--- src/rtl/bus_pkg.sv ---
// Shared definitions for the serial slave bus front end.
package bus_pkg;

  localparam int unsigned DEF_ADDR_WIDTH = 16;
  localparam int unsigned DEF_DATA_WIDTH = 32;

  localparam logic MODE_WRITE = 1'b1;
  localparam logic MODE_READ  = 1'b0;

  typedef enum logic [2:0] {
    IDLE,
    ADDR,
    WDATA,
    WRITE,
    READ,
    RDATA
  } state_t;

  // Bit-counter width: enough to count the longer of the address and data phases.
  function automatic int unsigned cnt_width(input int unsigned a, input int unsigned b);
    int unsigned m;
    m = (a > b) ? a : b;
    return (m < 2) ? 1 : $clog2(m);
  endfunction

endpackage

--- src/rtl/serial_shift_reg.sv ---
// Serial shift register: parallel load, shift-in at MSB, so data arrives LSB first
// and leaves LSB first from q[0].
module serial_shift_reg #(
  parameter int unsigned WIDTH = 8
) (
  input  logic             clk,
  input  logic             rst,
  input  logic             load,
  input  logic [WIDTH-1:0] load_data,
  input  logic             shift_en,
  input  logic             shift_in,
  output logic [WIDTH-1:0] q
);

  // Load has priority over shift; both are ignored while in reset.
  always_ff @(posedge clk) begin
    if (rst)
      q <= '0;
    else if (load)
      q <= load_data;
    else if (shift_en)
      q <= {shift_in, q[WIDTH-1:1]};
  end

endmodule

--- src/rtl/slave_serial_if.sv ---
// Bus-side serial front end of a memory slave: deserialises mode/address/data,
// issues one memory strobe per transaction and serialises read data back.
module slave_serial_if
  import bus_pkg::*;
#(
  parameter int unsigned ADDR_WIDTH = DEF_ADDR_WIDTH,
  parameter int unsigned DATA_WIDTH = DEF_DATA_WIDTH
) (
  input  logic                  clk,
  input  logic                  rst,
  input  logic                  s_valid,
  input  logic                  s_mode,
  input  logic                  s_wdata,
  output logic                  s_ready,
  output logic                  s_rdata,
  output logic                  s_rvalid,
  output logic [ADDR_WIDTH-1:0] mem_addr,
  output logic [DATA_WIDTH-1:0] mem_wdata,
  output logic                  mem_wen,
  output logic                  mem_ren,
  input  logic [DATA_WIDTH-1:0] mem_rdata
);

  localparam int unsigned CW = cnt_width(ADDR_WIDTH, DATA_WIDTH);
  localparam logic [CW-1:0] ADDR_LAST = CW'(ADDR_WIDTH - 1);
  localparam logic [CW-1:0] DATA_LAST = CW'(DATA_WIDTH - 1);

  state_t                state, state_next;
  logic [CW-1:0]         cnt;
  logic                  mode;
  logic [DATA_WIDTH-1:0] rdata_q;
  logic                  unused_rdata_hi;

  // Only q[0] of the read path leaves the block; upper bits just feed the shift chain.
  assign unused_rdata_hi = ^rdata_q[DATA_WIDTH-1:1];

  serial_shift_reg #(.WIDTH(ADDR_WIDTH)) u_addr_sr (
    .clk       (clk),
    .rst       (rst),
    .load      (1'b0),
    .load_data ('0),
    .shift_en  ((state == ADDR) && s_valid),
    .shift_in  (s_wdata),
    .q         (mem_addr)
  );

  serial_shift_reg #(.WIDTH(DATA_WIDTH)) u_wdata_sr (
    .clk       (clk),
    .rst       (rst),
    .load      (1'b0),
    .load_data ('0),
    .shift_en  ((state == WDATA) && s_valid),
    .shift_in  (s_wdata),
    .q         (mem_wdata)
  );

  serial_shift_reg #(.WIDTH(DATA_WIDTH)) u_rdata_sr (
    .clk       (clk),
    .rst       (rst),
    .load      (state == READ),
    .load_data (mem_rdata),
    .shift_en  (state == RDATA),
    .shift_in  (1'b0),
    .q         (rdata_q)
  );

  // State register.
  always_ff @(posedge clk) begin
    if (rst)
      state <= IDLE;
    else
      state <= state_next;
  end

  // Transaction mode, captured only on an accepted start.
  always_ff @(posedge clk) begin
    if (rst)
      mode <= MODE_READ;
    else if ((state == IDLE) && s_valid)
      mode <= s_mode;
  end

  // Bit counter: cleared on every state change, counts only inside serial phases.
  always_ff @(posedge clk) begin
    if (rst)
      cnt <= '0;
    else if (state_next != state)
      cnt <= '0;
    else if ((state == ADDR) || (state == WDATA) || (state == RDATA))
      cnt <= cnt + 1'b1;
  end

  // Next-state and strobe/handshake decode.
  always_comb begin
    state_next = state;
    s_ready    = 1'b0;
    s_rvalid   = 1'b0;
    s_rdata    = 1'b0;
    mem_wen    = 1'b0;
    mem_ren    = 1'b0;
    case (state)
      IDLE: begin
        s_ready = 1'b1;
        if (s_valid)
          state_next = ADDR;
      end
      ADDR: begin
        if (!s_valid)
          state_next = IDLE;
        else if (cnt == ADDR_LAST)
          state_next = (mode == MODE_WRITE) ? WDATA : READ;
      end
      WDATA: begin
        if (!s_valid)
          state_next = IDLE;
        else if (cnt == DATA_LAST)
          state_next = WRITE;
      end
      WRITE: begin
        mem_wen    = 1'b1;
        state_next = IDLE;
      end
      READ: begin
        mem_ren    = 1'b1;
        state_next = RDATA;
      end
      RDATA: begin
        s_rvalid = 1'b1;
        s_rdata  = rdata_q[0];
        if (cnt == DATA_LAST)
          state_next = IDLE;
      end
      default: state_next = IDLE;
    endcase
  end

endmodule

--- config.mk ---
export PLATFORM = sky130hd
export DESIGN_NAME = slave_serial_if
export DESIGN_NICKNAME = d
export VERILOG_FILES = /design/src/rtl/bus_pkg.sv /design/src/rtl/serial_shift_reg.sv /design/src/rtl/slave_serial_if.sv
export SDC_FILE = /design/constraint.sdc
export NUM_CORES = 1
export LEC_CHECK = 0
export ABC_CLOCK_PERIOD_IN_PS = 2200
export CORE_MARGIN = 5
export CORE_UTILIZATION = 49
export CTS_BUF_LIST = sky130_fd_sc_hd__clkbuf_16
export DETAILED_ROUTE_END_ITERATION = 8
export PLACE_DENSITY = 0.8
export SLEW_MARGIN = 40
export SYNTH_ARGS = -nofsm -noshare
export SYNTH_HDL_FRONTEND = slang
export SYNTH_SLANG_ARGS = --single-unit
--- constraint.sdc ---
create_clock -name clk -period 2.2 [get_ports clk]
set_clock_uncertainty 0.05 [all_clocks]
set_input_delay 0.44 -clock clk [delete_from_list [all_inputs] [get_ports clk]]
set_output_delay 0.44 -clock clk [all_outputs]
set_load 0.02 [all_outputs]
# [Word-level counts from Yosys, hierarchy flattened]
# Cells that the tools add are included.
[totals] inputBits=37 out_inout_bits=53 mem_count=0 word_cells=38 romBits=0 regBits=89 ramBits=0 latchBits=0
[op_classes] n_reduce_logical=8 div_mod_pow=0 n_shift=0 eq_ne=8 mul=0 bitwise=0 n_lt_le_gt_ge=0 n_addsub=1 mux=15
[op_table] cell="32-bit two-way mux" count=2
[op_table] cell="3-bit two-way mux" count=7
[op_table] cell="3-bit one-hot mux with 5 select lines" count=1
[op_table] cell="3-bit by 2-bit == test with 1-bit output, second input constant" count=2
[op_table] cell="3-bit == test, second input constant" count=2
[op_table] cell="5-bit by 1-bit adder with 5-bit output, second input constant" count=1
[op_table] cell="5-bit by 4-bit == test with 1-bit output, second input constant" count=1
[op_table] cell="5-bit == test, second input constant" count=1
[op_table] cell="1-bit two-way mux" count=5
[op_table] cell="3-bit by 1-bit == test with 1-bit output, second input constant" count=1
[op_table] cell="1-bit logical AND" count=3
[op_table] cell="3-bit zero test" count=1
[op_table] cell="3-bit != test" count=1
[op_table] cell="1-bit logical OR" count=2
[op_table] cell="2-bit nonzero test" count=1
[op_table] cell="2-bit OR reduction" count=1

# [Longest topological paths before layout]
[logic_depth] ltp_word=6 mapped_depth=7 mapped_depth_nobuf=7

# [Cells and area by module]
# A second synthesis with hierarchy kept.
[hier_totals] hier_cells=424 area_unflattened_um2=4444.3
[by_module_without_submodules] module="serial_shift_reg at u_rdata_sr ..." instances=2 cells_each=142 seq_area_each_um2=640.6 area_per_inst_um2=1510.2
[by_module_without_submodules] module="serial_shift_reg at u_addr_sr" instances=1 cells_each=71 seq_area_each_um2=320.3 area_per_inst_um2=805.8
[by_module_without_submodules] module="slave_serial_if" instances=1 cells_each=69 seq_area_each_um2=180.2 area_per_inst_um2=618.1

# [Worst setup path after synthesis]
# No wires, ideal clock.
[synth_path] kind="reg-to-reg" start="register cnt[0]" end="register cnt[4]" path_buffers=0 path_slack_ns=0.449 t_arrival_ns=1.597 path_stages_with_launch=8 path_cell_list="dfxtp_1 ha_1 and3_1 ha_1 and4bb_2 o21ai_0 o311a_1 a2111oi_2"
[synth_between] elab_chain_len=6 elab_cells_between_ends=11
[synth_rtl] item="from (decl)" line_no="slave_serial_if.sv:29" source="logic [CW-1:0] cnt;"
[synth_rtl] item="from (signal assigned)" line_no="slave_serial_if.sv:90" source="cnt <= cnt + 1'b1;"
[synth_rtl] item="5-bit == test / 5-bit by 4-bit == test with 1-bit output (equally long branches)" line_no="slave_serial_if.sv:116, slave_serial_if.sv:130, slave_serial_if.sv:110"
[synth_rtl] item="3-bit two-way mux, on equally long branches" line_no="slave_serial_if.sv:116, slave_serial_if.sv:110"
[synth_rtl] item="3-bit two-way mux, on equally long branches" line_no="slave_serial_if.sv:114, slave_serial_if.sv:108"
[synth_rtl] item="3-bit one-hot mux with 5 select lines" line_no="slave_serial_if.sv:101" source="case (state)"
[synth_rtl] item="3-bit != test" line_no="slave_serial_if.sv:87" source="else if (state_next != state)"
[synth_rtl] item="2-bit OR reduction (no source line)"
# Parallel ways exist; a longest one is shown, timed or not.
# A chain may end at the register's enable or synchronous reset.

# [Worst setup path after layout]
[layout_path] start="register state[2]" end="output port s_rdata"
[layout_between] elab_chain_len=2
[layout_rtl] item="from (decl)" line_no="slave_serial_if.sv:28" source="state_t state, state_next;"
[layout_rtl] item="from (signal assigned)" line_no="slave_serial_if.sv:72" source="state <= state_next;"
[layout_rtl] item="3-bit == test" line_no="slave_serial_if.sv:101"
[layout_rtl] item="1-bit two-way mux" line_no="slave_serial_if.sv:101"
[layout_rtl] item="to (decl)" line_no="slave_serial_if.sv:15" source="output logic s_rdata,"
# No other way between the ends.

==> key figures <==
Status
  – Outcome: finished, final reports clean

Layout
  – Most frequent cells in the layout: 99 x nand2_1, 88 x dfxtp_1, 83 x clkdlybuf4s50_1, 53 x a21oi_1, 39 x nor2_1
  – Most common cell after layout, fill and taps aside: nand2_1
  – Share of layout cells above drive strength 1: 7.723%
  – Final nets: 540
  – Antenna diodes: 0
  – Synth-to-Final Area Change: 34.98%

STA
  – Slew HR: 61.00%
  – Setup TNS: 0 ns
  – Final Hold Vio Count: 0
  – Tightest Pin Transition: 0.5850 ns
  – Clock period minus worst slack: 1.947 ns
  – Tcrit/Tclk final: between 80% and 90%
  – Max frequency: 513.7 MHz
  – Pins Over Slew Limit: 0
  – Final setup fails: 0
  – RSZ-0062 raised after global routing: no

Power
  – Pleak: ~1.7 nW
  – Internal: 2.595 mW
  – Switching Share: 21.44%
  – Seq pwr share: 49.1%
  – Maximum VDD drop: 0.5008 mV
  – Combinational share of power: 5.7%
  – Power share of the clock group: 45.2%
  – Psw: 0.7084 mW
  – Power Density: 674.1 mW/mm²
  – Total power: 3.304 mW

GRT
  – GR Layer Usage met1: 22.95%
  – First-pass GRT wire length: 13400 µm
  – Vias in the first global route: 2850
  – Largest net degree at the start of global routing: 64
  – Met3 global-route usage: 5.082%
  – Initial antenna violation count: 0
  – Grt total ovfl: 0
  – Met2 capacity usage during global routing: 30.59%
  – Total GRT Usage: 18.40%
  – Busiest grt layer: met2

Clock tree
  – Clock-pin slew on the worst setup and hold paths: 0.06 ns
  – Clk root buf: clkbuf_16
  – CTS tree: built
  – Post-CTS setup buffers: 0
  – CTS Buf Count: 9
  – CTS sink cnt: a little under 90
  – Clk buf depth: 2
  – Worst-skew pair later-pin latency: 0.33 ns
  – H-tree depth: 3

Detailed routing
  – Vias: ~3100
  – Via-to-Cell Ratio: 5.159
  – # DRC: 0
  – Avg WL per Cell: ~14 µm
  – Iteration-0 DRC Markers: 135
  – TritonRoute pass-1 iters: 4
  – Post-route ant nets: 0
  – Detailed Route WL: approximately 8200 µm

Worst hold path
  – Hold Crit Class: flip-flop to flip-flop

Worst setup path
  – Crit-path max cell delay: 0.35 ns
  – Worst Path Arrival: approximately 1.5 ns
  – R2r setup slk: approximately 0.30 ns
  – Delay-heaviest family, CP: buffers and inverters
  – Cell at the slowest stage of the critical path: dlygate4sd2_1
  – CP startpoint: state[2]$_SDFF_PP0_
  – Worst R2R Path Depth: 7
  – Reg2reg start: cnt[0]$_SDFFE_PP0P_
  – Critical Path, Cell by Cell: inv_1, nor2_4, and3_1, dlygate4sd2_1
  – WS Path Type: flip-flop to output port
  – RR Endpoint: cnt[0]$_SDFFE_PP0P_
  – Critical path peak fanout: 6
  – Worst Setup Start Kind: flip-flop
  – Worst setup EP type: output port
  – Worst path bufs/invs: 2
  – CP Depth: 4
  – CP Capture Point: s_rdata
  – Crit path required time: 1.71 ns

Synth
  – Yosys warns: 0
  – Synth Cell Area: 0.003631 mm²
  – Mean area per synthesized cell: between 8 and 9 µm²
  – Largest family of logic cells by synthesized area: simple AND/OR/NAND/NOR gates
  – Sequential area share after synthesis: 49.07%
  – Yosys reg bits: 89
  – Post-Synthesis Cells: 421
  – Compound-Gate Fraction of Synth Area: 16.09%
  – Share of the synthesized area in the top cell type: 49.07%
  – Synth Area in Simple Gates: between 15 and 20%
  – Post-synth cell types: 35
  – Adder-cell share of the synthesized area: 1.034%
  – Net count after synthesis: 461
  – Multiplexer share of the synthesized area: under 10%
  – Post-synth top area cell: dfxtp_1
  – Top cells by area, synth: dfxtp_1 49%, nand2_1 10%, mux2i_1 9.1%, a21oi_1 7.3%, a211oi_1 6.4%
  – Synth Area in XOR/XNOR: less than 1%

Floorplan
  – Die height: 96.08 µm
  – Core Footprint: roughly 0.0073 mm²
  – Rows: 31
  – Die width: 96.08 µm
  – Initial Util: 50.06%
  – Ports: 90
  – Die Area: between 0.009 and 0.01 mm²

Job
  – Max-cap violations: 0

Placement
  – GP Congestion: 0.7526
  – Hpwl dp: 5736 µm
  – # port buffers: 89
==> what timing repair did <==
action / 4_1_cts / 5_1_grt
hold buffers: 0 / 0
gates resized for setup: 2 / 3
pin swaps: 0 / 0
setup endpoints to repair: 2 / 3
==> worst register-to-register path, stage by stage (launching register included) <==
cell and delay, ns:
dfxtp_1 0.38, ha_1 0.18, and3_1 0.19, ha_1 0.18
and4bb_2 0.22, o21ai_0 0.15, o311a_1 0.34, nor3_1 0.08
==> layout make-up <==
class | instances | area [µm²]
flip-flops and latches | 89 | 1783
multi-input cells | 297 | 1702
fillers | 604 | 2352
clock inverters | 7 | 70.07
repair buffers | 100 | 985.9
well taps | 99 | 123.9
inverters | 3 | 11.26
clock buffers | 9 | 225.2
==> cells by family after synthesis <==
group | after synthesis
multiplexers | 33
AO/OA/AOI/OAI | 94
AND/OR/NAND/NOR | 164
flip-flops | 89
buffers and inverters | 35
XOR/XNOR | 3
adder cells (fa/ha/maj) | 3
==> flip-flops by register name, summed over array words and instances (netlist names) <==
register,flops
state,3
mode,1
cnt,5
u_addr_sr.q,16
u_wdata_sr.q,32
u_rdata_sr.q,32
==> worst min-delay path by stage <==
stage,start,endpoint,depth (start not counted)
after global routing,u_rdata_sr.q[31]$_SDFFE_PP0P_,u_rdata_sr.q[31]$_SDFFE_PP0P_,2
after detailed placement,u_rdata_sr.q[31]$_SDFFE_PP0P_,u_rdata_sr.q[31]$_SDFFE_PP0P_,2
final,u_rdata_sr.q[31]$_SDFFE_PP0P_,u_rdata_sr.q[31]$_SDFFE_PP0P_,2
after floorplan,u_rdata_sr.q[31]$_SDFFE_PP0P_,u_rdata_sr.q[31]$_SDFFE_PP0P_,2
after CTS,u_rdata_sr.q[31]$_SDFFE_PP0P_,u_rdata_sr.q[31]$_SDFFE_PP0P_,2
after global placement,u_rdata_sr.q[31]$_SDFFE_PP0P_,u_rdata_sr.q[31]$_SDFFE_PP0P_,2
==> layer usage <==
| metal | vias to the layer above | share of wire (%) |
|---|---|---|
| met2 | 88 | 49 |
| met5 | - | 0 |
| li1 | 1595 | - |
| met3 | 6 | 6.1 |
| met4 | 0 | 0.75 |
| met1 | 1427 | 44 |
==> power groups by stage <==
stage                     combinational, mW  clock (mW)  sequential [mW]
after CTS                             0.189        1.52             1.62
after floorplan                       0.102           0             1.65
after global routing                  0.202        1.60             1.62
after global placement                0.185           0             1.66
after detailed placement              0.187           0             1.66
final                                 0.187        1.49             1.62
==> Yosys cell counts, drive strengths merged <==
master   count
a21oi       53
a21boi       1
and4bb       1
nand2      100
and3         4
clkbuf      13
o311a        1
or3          1
o32a         1
nor3         7
nor3b        1
o211ai       1
nand3b       2
a211oi      31
buf         19
inv          3
nand3        2
nor2b        1
o21ai        3
dfxtp       89
nor2        40
a22oi        1
a2111oi      1
mux2i       33
and2         1
a2bb2oi      1
ha           3
xnor2        3
nand2b       3
or3b         1
==> stage by stage <==
step                cell area [µm²]  setup slack, ns  instances  hold WS, ns  utilization, %
floorplan                      3631           0.4493        421       0.3816               -
global placement               4601           0.2113        588       0.3915           63.43
detailed placement             4601           0.1826        588       0.4000           63.43
CTS                            4893          0.02360        604       0.4085           67.47
global route                   4901           0.1542        604       0.4385           67.57
finish                         4901           0.2533        604       0.4060           67.57
No activity file was read; power rests on OpenSTA's default activity.
